===== config.mk =====
export PLATFORM = sky130hd
export DESIGN_NAME = writeback_buffer
export DESIGN_NICKNAME = d
export VERILOG_FILES = /design/src/rtl/writeback_buffer.sv
export SDC_FILE = /design/constraint.sdc
export NUM_CORES = 1
export LEC_CHECK = 0
export CAP_MARGIN = 40
export CORE_AREA = 5 5 118 143
export CTS_CLUSTER_SIZE = 14
export DETAILED_ROUTE_END_ITERATION = 10
export DIE_AREA = 0 0 123 148
export SKIP_LAST_GASP = 1
export SYNTH_ARGS = -nofsm -noshare
export SYNTH_HDL_FRONTEND = slang
export SYNTH_SLANG_ARGS = --single-unit

===== constraint.sdc =====
create_clock -name iClk -period 4.7 [get_ports iClk]
set_input_delay 0.705 -clock iClk [delete_from_list [all_inputs] [get_ports iClk]]
set_output_delay 0.705 -clock iClk [all_outputs]
set_load 0.005 [all_outputs]

===== src/rtl/writeback_buffer.sv =====
// writeback_buffer: two-entry in-order buffer between the execute stage and
// the register-file write port.
// Results are accepted from execute and retired to the register file one per
// cycle. A result aimed at register zero is consumed and dropped.
// Optional feature macro: WB_FORWARD_EN. When it is defined, both read-port
// lookups can see pending values in the buffer. When it is undefined, the
// hit and forward outputs are tied to zero.
module writeback_buffer #(
  parameter int DATA_WIDTH = 32,
  parameter int ADDR_WIDTH = 5
) (
  input  logic                  iClk,
  input  logic                  iRst,
  input  logic                  iValid,
  input  logic [ADDR_WIDTH-1:0] iAddr,
  input  logic [DATA_WIDTH-1:0] iData,
  output logic                  oReady,
  input  logic                  iHold,
  output logic [ADDR_WIDTH-1:0] oAddrWrite,
  output logic [DATA_WIDTH-1:0] oDataWrite,
  output logic                  oEnWrite,
  input  logic [ADDR_WIDTH-1:0] iAddrLook0,
  input  logic [ADDR_WIDTH-1:0] iAddrLook1,
  output logic                  oHit0,
  output logic                  oHit1,
  output logic [DATA_WIDTH-1:0] oFwdData0,
  output logic [DATA_WIDTH-1:0] oFwdData1
);

  typedef struct packed {
    logic [ADDR_WIDTH-1:0] addr;
    logic [DATA_WIDTH-1:0] data;
  } entry_t;

  // The head entry always sits in headQ. The younger entry, if there is
  // one, sits in tailQ. Occupancy is held in countQ, so each entry's valid
  // bit is derived from countQ and reset together with it.
  entry_t     headQ;
  entry_t     tailQ;
  logic [1:0] countQ;

  logic   headValid;
  logic   tailValid;
  logic   accept;
  logic   store;
  logic   retire;
  entry_t newEntry;

  assign headValid = (countQ != 2'd0);
  assign tailValid = (countQ == 2'd2);
  assign newEntry  = '{addr: iAddr, data: iData};

  // oReady depends only on the count register and the reset input. It does
  // not depend on iValid or iHold.
  assign oReady = !iRst && !tailValid;
  assign accept = iValid && oReady;
  assign store  = accept && (iAddr != '0);
  assign retire = headValid && !iHold;

  assign oEnWrite   = headValid;
  assign oAddrWrite = headValid ? headQ.addr : '0;
  assign oDataWrite = headValid ? headQ.data : '0;

  // Occupancy: +1 on a stored enqueue, -1 on a retire, unchanged when both
  // happen or when neither happens.
  // NOTE: sequential state uses non-blocking assignments so that every
  // always_ff block sees the values from before the edge.
  always_ff @(posedge iClk or posedge iRst) begin
    if (iRst) begin
      countQ <= 2'd0;
    end else begin
      unique case ({store, retire})
        2'b10:   countQ <= countQ + 2'd1;
        2'b01:   countQ <= countQ - 2'd1;
        default: countQ <= countQ;
      endcase
    end
  end

  // Entry storage. New data goes to the head slot if that slot is free or is
  // being vacated; otherwise it goes to the tail slot. On a retire, the tail
  // slot shifts forward into the head slot.
  // NOTE: the payload registers have no reset. Their contents are ignored
  // whenever countQ marks them empty, so resetting them would only add reset
  // fan-out.
  always_ff @(posedge iClk) begin
    if (store && (!headValid || (countQ == 2'd1 && retire))) begin
      headQ <= newEntry;
    end else if (retire) begin
      headQ <= tailQ;
    end
    if (store && countQ == 2'd1 && !retire) begin
      tailQ <= newEntry;
    end
  end

`ifdef WB_FORWARD_EN
  // Returns {hit, data} for a single lookup. When both entries match, the
  // tail (the younger entry) wins. Register zero never hits.
  function automatic logic [DATA_WIDTH:0] lookup(
    input logic [ADDR_WIDTH-1:0] addr,
    input logic                  hValid,
    input entry_t                hEntry,
    input logic                  tValid,
    input entry_t                tEntry
  );
    lookup = '0;
    if (addr != '0) begin
      if (tValid && tEntry.addr == addr) begin
        lookup = {1'b1, tEntry.data};
      end else if (hValid && hEntry.addr == addr) begin
        lookup = {1'b1, hEntry.data};
      end
    end
  endfunction

  // Lookups read only the current contents. A result enqueued this cycle is
  // not visible yet. The head being retired this cycle is still visible.
  assign {oHit0, oFwdData0} = lookup(iAddrLook0, headValid, headQ, tailValid, tailQ);
  assign {oHit1, oFwdData1} = lookup(iAddrLook1, headValid, headQ, tailValid, tailQ);
`else
  // Forwarding is disabled. The lookup ports are kept but have no effect.
  logic unusedLook;
  assign unusedLook = ^{iAddrLook0, iAddrLook1};
  assign oHit0      = 1'b0;
  assign oHit1      = 1'b0;
  assign oFwdData0  = '0;
  assign oFwdData1  = '0;
`endif

endmodule


==> impl_metrics.csv <==
group,metric,value,unit
run_status,status,"finished, final reports clean",
drt,drtAntennaViolNets,0,
yosys,synth_ff_type,"edfxtp_1",
clocking,htreeDepth,3,
place,place_ws,1380,ps
clocking,clk_latency,330,ps
clocking,ctsHoldBuffers,0,
clocking,cts_sinks,76,
global_route,gr-usage-all-layers,7.59,%
drt,drt_iter0_drc,52,
timing,clock_skew,4.94,ps
global_route,first_global_vias,1951,
drt,dr_total_vias,1926,
yosys,synth_edf_count,74,
timing,tightest_slew,533,ps
place,hpwl,5250,um
clocking,cts-buffers-inserted,9,
drt,wire_per_inst,13.0,um
clocking,clockRootBuffer,"clkbuf_16",
global_route,grt_pass1_wl,10400,um
clocking,tritoncts,"built",
setup_path,end_kind,"flop",
hold_path,hold_depth,1,
setup_path,worstSetupStartpointType,"input port",
hold_path,hp-class,"flop to flop",
layout,drive_gt1_share,19.0,%
die,fp-row-count,50,
yosys,yosysTopAreaCellShare,59.3,%
timing,setup_viol,0,
yosys,yosys.cell_count.top_type,"edfxtp_1",
yosys,synth_area_leaders,"edfxtp_1 (59%), buf_4 (13%), mux2_4 (12%)",
timing,hold_slack,533,ps
layout,n_antenna_cell,0,
setup_path,crit_required,4770,ps
layout,fin_nets,386,
die,pin_count,156,
pwr,leakagePower,0.00182,uW
layout,post-route-util,31.9,%
die,initial_utilization,24.5,%
timing,fin_setup_tns,0,ps
timing,rsz0062_at_grt,"no",
timing,slew_violations,0,
global_route,antenna_found_initial,0,
timing,setup_slack,1810,ps
setup_path,crit_arrival,2970,ps
drt,routed_wl,7070,um
timing,fin_crit,2890,ps
yosys,ys_seq_area_share,60.6,%
drt,drc,0,
yosys,syn-instance-count,244,
layout,area_delta_synth_final,30.3,%
setup_path,crit_fanout,27,
yosys,avgSynthCellArea,15.4,sq um
yosys,syn_area,0.00375,sq mm
clocking,post_cts_buffers,0,
yosys,synthTopCellsByCount,"edfxtp_1 (74), buf_4 (66), nor2b_1 (37), mux2_4 (30), mux2_2 (7)",
setup_path,worstReg2RegStart,"countQ[0]",
clocking,cts-resized-gates,0,
clocking,clk_path_buf_depth,2,
die,die_x,123,um
setup_path,regToRegEndpoint,"headQ[33]",
global_route,gr-total-overflow,0,
die,core_area,0.0153,sq mm
run,max_cap_violations,0,
place,io_buffers,79,
die,fp.dieH,148,um
global_route,grt_max_degree,39,
pwr,irDropWorstVdd,0.000203,V
setup_path,critical_path_class,"input port to flop",
drt,routed_via_density,3.54,
timing,hold_violations,0,
drt,first_pass_iters,4,
setup_path,r2r_cells,7,
yosys,ys_warn_count,0,
yosys,synth_top_area_cell,"edfxtp_1",
yosys,synth.distinct_cells,21,
hold_path,hp-start,"countQ[0]",
timing,timing.fmax,0.346,GHz
hold_path,holdPathEnd,"countQ[0]",
place,gp_congestion,0.657,
die,die_area,0.0182,sq mm
yosys,ys_async_sr_fraction,2.63,%
timing,slew_headroom,64.4,%
setup_path,r2r_slack,1970,ps
timing,final.period_utilization,61.5,%
yosys,ys_seq_elements,76,
clocking,clkTransAtPathRegs,60,ps
pwr,power_density,517,mW/mm^2
how the worst max path moves through the flow:
stage	slack, ps	cells past startpoint	end	startpoint
global route	1690	6	headQ[28]	iRst
CTS	1750	6	headQ[33]	iRst
global placement	1400	6	headQ[26]	iRst
finish	1810	6	headQ[33]	iRst
floorplan	350	3	tailQ[0]	iRst
detailed placement	1380	6	headQ[33]	iRst
flip-flops by register name (all words and copies together), names as in the netlist:
register  count
headQ        37
tailQ        37
countQ        2
cells by family after synthesis:
| logic type | after synthesis | share of synthesized area (%) |
|---|---|---|
| mux | 37 | 14.1 |
| simple gates | 43 | 7.14 |
| compound gates | 4 | 1.33 |
| other cells | 1 | 0.100 |
| flops | 76 | 60.6 |
| fa+ha+maj | 4 | 1.33 |
| xor+xnor | 2 | 0.467 |
| buf+inv | 77 | 14.9 |
critical path: stages:
cell and delay [ps]:
clkdlybuf4s50_1 440, nor2_1 260, o211ai_4 170, a21oi_4 460, buf_4 520, mux2_2 400
through the flow:
stage               std cells  area (sq um)  power [uW]
global placement          527          4550        1810
finish                    544          4890        2530
CTS                       544          4890        2580
detailed placement        528          4570        1840
floorplan                 309          3990        1400
global route              544          4890        2670
power by group:
group,leakage [uW],switching [uW],internal [uW],total [uW]
clock,0.000155,266,463,728
sequential,0.000714,29.9,913,943
combinational,0.000951,371,483,854
total,0.00182,666,1860,2530
layer usage:
layer  global-route usage [%]  vias up  wire, um
met5                        0        -         0
met4                     3.32        0        73
met3                     3.44        6       794
met2                     12.6      105      3450
met1                     8.26      922      2750
li1                         -      893         -
final cells by class:
cell class	instances	area, sq um
Fill cell	1529	10400
Sequential cell	76	2270
Multi-Input combinational cell	156	1180
Timing Repair Buffer	84	841
Tap cell	208	260
Clock buffer	9	225
Clock inverter	7	91.3
Inverter	4	15.0
cells in the final DEF, fill, tap and decap left out, drive strengths merged:
master and count:
nand2 1, dfrtp 2, xnor2 2, bufinv 2
nand2b 1, ha 4, nor3b 1, nor2b 37
clkinvlp 1, mux2 37, o21bai 1, nor2 2
o21ai 1, conb 66, clkdlybuf4s50 79, or4 1
a21oi 1, clkinv 4, o211ai 1, inv 4
clkbuf 9, buf 5, edfxtp 74
Power figures use the tool's default switching activity.
==> edit 1, RTL diff (same settings) <==
`DATA_WIDTH`: 32 -> 28.
--- a/src/rtl/writeback_buffer.sv
+++ b/src/rtl/writeback_buffer.sv
@@ -6,7 +6,7 @@
 // lookups can see pending values in the buffer. When it is undefined, the
 // hit and forward outputs are tied to zero.
 module writeback_buffer #(
-  parameter int DATA_WIDTH = 32,
+  parameter int DATA_WIDTH = 28,
   parameter int ADDR_WIDTH = 5
 ) (
   input  logic                  iClk,
Interface: changed (resized iData, oDataWrite, oFwdData0 and oFwdData1); port bits go from 156 to 140. No check against the original RTL was run, so the function may have changed too.
==> edit 1 against the unedited design <==
- synthesized cell count decreased by 10%
- worst setup slack improved by 0.028 ns
- clock skew about the same
- final cell count decreased by 6.3%
- synthesized area decreased by 10%
- sequential cell count decreased by 8
- cell area decreased by 9.3%
- routed wire length decreased by 8.2%
- total power decreased by 10%
- combinational power decreased by 7.5%
- largest cell class unchanged
==> edit 1: results (changes against the unedited design) <==
| Metric | Value |
|---|---|
| Number of different library cells in the post-synthesis netlist | `22 (was 21)` |
| Number of enable-type register cells in the synthesized netlist | `66 (was 74)` |
| M1 GR Usage | `7.598% (was 8.261%)` |
| Ratio of cells with drive above 1 in the final layout | `17.88% (was 19.05%)` |
| Final #Nets | `350 (was 386)` |
| Status | `completed (unchanged)` |
| Number of instances in the synthesized netlist | `219 (was 244)` |
| Net switching fraction of the power | `26.45% (was 26.38%)` |
| Cell with the biggest individual delay on the critical path | `sky130_fd_sc_hd__a21oi_4 (was sky130_fd_sc_hd__buf_4)` |
| Number of antenna violations at the first check in global routing | `1 (was 0)` |
| Hpwl dp | `4892 µm (was 5247 µm)` |
| Peak fanout along the critical path | `19 (was 27)` |
| Met2 track demand over resource in global routing | `12.28% (was 12.64%)` |
| GRT Overall Usage | `7.160% (was 7.593%)` |
| Via count of the first global-routing pass | `1830 (was 1951)` |
| Biggest area contributors in the synthesized netlist | `sky130_fd_sc_hd__edfxtp_1 (59%), sky130_fd_sc_hd__mux2_4 (13%), sky130_fd_sc_hd__buf_4 (13%) (was sky130_fd_sc_hd__edfxtp_1 (59%), sky130_fd_sc_hd__buf_4 (13%), sky130_fd_sc_hd__mux2_4 (12%))` |
| Share of the yosys chip area belonging to registers | `60.19% (was 60.59%)` |
| Clk_skew | `0.005111 ns (was 0.004936 ns)` |
| RD Place Congestion | `0.6325 (was 0.6570)` |
| Async S/R FF share, synth | `2.941% (was 2.632%)` |
| Max IR drop VDD | `0.2070 mV (was 0.2025 mV)` |
| DR vias/cell | `3.433 (was 3.540)` |
| DRC marker count from the first detailed-route iteration | `40 (was 52)` |
| Critical path data arrival time | `2.93 ns (was 2.97 ns)` |
| Max stage delay on crit path | `0.55 ns (was 0.52 ns)` |
| Wire length after detailed routing | `6491 µm (was 7074 µm)` |
| Least-Margin Pin Slew | `0.6725 ns (was 0.5334 ns)` |
==> edit 1: layout make-up <==
class	count	area (µm²)
well taps	208	260.3
inverters	4	15.01
clock buffers	11	232.7
flip-flops and latches	68	2032
multi-input cells	140	1081
repair buffers	76	768.2
fillers	1572	10900
clock inverters	3	40.04
==> edit 1: cells by family (layout without fill, tap and decap cells) <==
group           Yosys count  count (layout)  synth area share [%]
compound gates            4               4                 1.483
flops                    68              68                 60.19
xor+xnor                  2               2                0.5190
other cells               1              58                0.1111
buf+inv                  68              94                 14.68
mux                      33              33                 14.34
fa+ha+maj                 4               4                 1.483
simple gates             39              39                 7.191
==> edit 1: worst paths after layout <==
path                        endpoint  slack, ns  depth (start not counted)       from
max reg2reg                headQ[32]       1.87                          7  countQ[0]
max                        headQ[32]       1.84                          6       iRst
min                        countQ[0]       0.50                          1  countQ[0]
min in group asynchronous  countQ[0]       0.57                          2       iRst
min reg2reg                countQ[0]       0.50                          1  countQ[0]
max in group asynchronous  countQ[1]       4.03                          2       iRst
==> edit 1: power groups by stage <==
stage                     clock network, W  registers [W]  logic (W)
after global placement                   0       0.000858   0.000779
after CTS                         0.000659       0.000848   0.000826
after global routing              0.000683       0.000857   0.000868
after floorplan                          0       0.000856   0.000411
final                             0.000631       0.000846   0.000790
after detailed placement                 0       0.000859   0.000821
==> edit 1: routing by layer <==
layer  part of all wire [%]  vias up  wire, µm
li1                       -      807         -
met1                     38      832      2471
met2                     49      101      3165
met3                     11        9       734
met4                    1.6        2       106
met5                   0.20        -        13
==> edit 1: through the flow <==
step           hold slack, ns  cell area, µm²  instances  power (W)
2_1_floorplan          0.4462            3590        276   0.001267
3_3_place_gp           0.4779            4129        495   0.001637
3_5_place_dp           0.4999            4156        496   0.001680
4_1_cts                0.5046            4429        510   0.002332
5_1_grt                0.5291            4429        510   0.002409
6_report               0.5037            4429        510   0.002267
==> edit 1: worst register-to-register path: cells and delay by family, from the launching register on <==
family	cells	cell delay, ns
buf+inv	4	1.07
compound gates	1	0.57
flops	1	0.41
mux	1	0.37
fa+ha+maj	1	0.16
==> edit 2, RTL diff (config.mk and constraints unchanged) <==
Without the edit above. Reset style: synchronous (`iRst`), changed in one clocked block.
--- a/src/rtl/writeback_buffer.sv
+++ b/src/rtl/writeback_buffer.sv
@@ -65,7 +65,7 @@
   // happen or when neither happens.
   // NOTE: sequential state uses non-blocking assignments so that every
   // always_ff block sees the values from before the edge.
-  always_ff @(posedge iClk or posedge iRst) begin
+  always_ff @(posedge iClk) begin
     if (iRst) begin
       countQ <= 2'd0;
     end else begin
Check against the original RTL: differs if iRst is asserted again (counterexample within 4 cycles, from zero or initial values and one cycle with iRst high); with iRst held inactive, the same outputs for 10 cycles.
==> edit 2 against the unedited design <==
- sequential power rose by 2%
- synthesized area fell by 0.20%
- worst hold slack got worse by 0.0058 ns
- cell area fell by 0.97%
- final cell count fell by 0.37%
- worst setup slack improved by 0.048 ns
- routed wire length rose by 0.72%
- via count fell by 0.10%
- total power rose by 1.7%
- die area did not move
- sequential cell count did not move
- critical path type is now flop to output port
- largest power group unchanged
- highest routed layer unchanged
==> edit 2: results (changes against the unedited design) <==
| Metric | Value |
|---|---|
| Number of buffers added for setup after CTS | `0 (unchanged)` |
| Hpwl dp | `5119 µm (was 5247 µm)` |
| Reg-to-reg setup timing slack | `2.05 ns (was 1.97 ns)` |
| R2R depth | `6 (was 7)` |
| Ratio of cells with drive above 1 in the final layout | `15.87% (was 19.05%)` |
| Number of placed instances, taps included | `526 (was 528)` |
| Largest net degree at the start of global routing | `40 (was 39)` |
| Worst Setup SP | `countQ[1] (was iRst)` |
| Via count of the first global-routing pass | `2010 (was 1951)` |
| DR vias/cell | `3.550 (was 3.540)` |
| Count of port buffers added during placement | `79 (unchanged)` |
| Setup-failing EPs final | `0 (unchanged)` |
| Combinational cell power | `0.000949 W (was 0.000854 W)` |
| Share of the yosys chip area belonging to registers | `60.45% (was 60.59%)` |
| GRT Overall Usage | `7.791% (was 7.593%)` |
| NetSw | `0.0007149 W (was 0.0006664 W)` |
| Total internal power | `0.001855 W (was 0.001859 W)` |
| Final-layout worst hold slack | `0.5273 ns (was 0.5331 ns)` |
| DP Worst Slack | `1.609 ns (was 1.378 ns)` |
| Count of cells resized by post-cts repair | `0 (unchanged)` |
| DRC marker count from the first detailed-route iteration | `67 (was 52)` |
| Number of fill cells | `1496 (was 1529)` |
| RD Place Congestion | `0.6394 (was 0.6570)` |
| Worst setup path endpoint | `oEnWrite (was headQ[33])` |
| Clk_skew | `0.007227 ns (was 0.004936 ns)` |
| Total clock network power | `0.000659 W (was 0.000728 W)` |
| Global-route wire length before repair | `10770 µm (was 10370 µm)` |
| Biggest area contributors in the synthesized netlist | `sky130_fd_sc_hd__edfxtp_1 (59%), sky130_fd_sc_hd__buf_4 (13%), sky130_fd_sc_hd__mux2_4 (12%) (unchanged)` |
| Number of vias after detailed routing | `1924 (was 1926)` |
| Max IR drop VDD | `0.2052 mV (was 0.2025 mV)` |
| Final #Nets | `384 (was 386)` |
| Peak fanout along the critical path | `39 (was 27)` |
| Status | `completed (unchanged)` |
| Ys flop type | `sky130_fd_sc_hd__edfxtp_1 (unchanged)` |
| Critical path data arrival time | `2.14 ns (was 2.97 ns)` |
| Mean instance size in the synthesized netlist | `15.34 µm² (was 15.37 µm²)` |
| Async S/R FF share, synth | `0% (was 2.632%)` |
| Leak Pwr | `1.765 nW (was 1.820 nW)` |
| Least-Margin Pin Slew | `0.7889 ns (was 0.5334 ns)` |
| Reg2Reg Capture Point | `headQ[29] (was headQ[33])` |
| Worst path setup slack after routing | `1.857 ns (was 1.809 ns)` |
| Average routed wire per standard cell | `13.15 µm (was 13.00 µm)` |
| Power per unit of standard cell area | `531.2 nW/µm² (was 517.0 nW/µm²)` |
| Dpl cell area | `4554 µm² (was 4569 µm²)` |
| Length of the first detailed-routing pass in iterations | `3 (was 4)` |
| Top cell types by occurrence after synthesis | `sky130_fd_sc_hd__edfxtp_1 (74), sky130_fd_sc_hd__buf_4 (66), sky130_fd_sc_hd__nor2b_1 (37) (unchanged)` |
==> edit 2: changes by cell type after synthesis, sizes merged <==
cell	change
dfxtp	+2
a211oi	+1
o21ai	-1
nand2	-1
xor2	+2
nor2	+2
dfrtp	-2
inv	-1
xnor2	-2
==> edit 2: cell type report <==
type                            count  area share [%]
Tap cell                          208           5.379
Inverter                            3          0.2327
Clock inverter                      6           1.138
Sequential cell                    76           46.75
Timing Repair Buffer               82           17.22
Multi-Input combinational cell    157           24.54
Clock buffer                       10           4.732
==> edit 2: metal layers <==
| layer | GRT usage [%] | up-vias | wire length (µm) |
|---|---|---|---|
| li1 | - | 895 | - |
| met1 | 8.187 | 917 | 2637 |
| met2 | 13.54 | 103 | 3574 |
| met3 | 3.100 | 9 | 783 |
| met4 | 3.546 | 0 | 129 |
| met5 | 0 | - | 0 |
==> edit 2: worst min path at each step <==
stage          startpoint        end
2_1_floorplan   countQ[1]  countQ[1]
3_3_place_gp    countQ[1]  countQ[1]
3_5_place_dp    tailQ[32]  headQ[32]
4_1_cts         tailQ[32]  headQ[32]
5_1_grt         tailQ[36]  headQ[36]
6_report        tailQ[36]  headQ[36]
==> edit 2: logic make-up after synthesis <==
kind of cell               count (synthesis)  share of synthesized area [%]
AOI/OAI and AO/OA                          4                          1.404
xor gates and xnor gates                   2                         0.4682
adders and majority gates                  4                          1.337
buffers and inverters                     76                          14.84
DFF                                       76                          60.45
muxes                                     37                          14.14
other                                      1                         0.1002
and+or+nand+nor                           44                          7.255
==> edit 2: critical path: stages (launching register included) <==
cell	delay, ns
sky130_fd_sc_hd__dfxtp_1	0.31
sky130_fd_sc_hd__inv_1	0.09
sky130_fd_sc_hd__ha_2	0.71
sky130_fd_sc_hd__inv_2	0.17
sky130_fd_sc_hd__clkdlybuf4s50_1	0.52
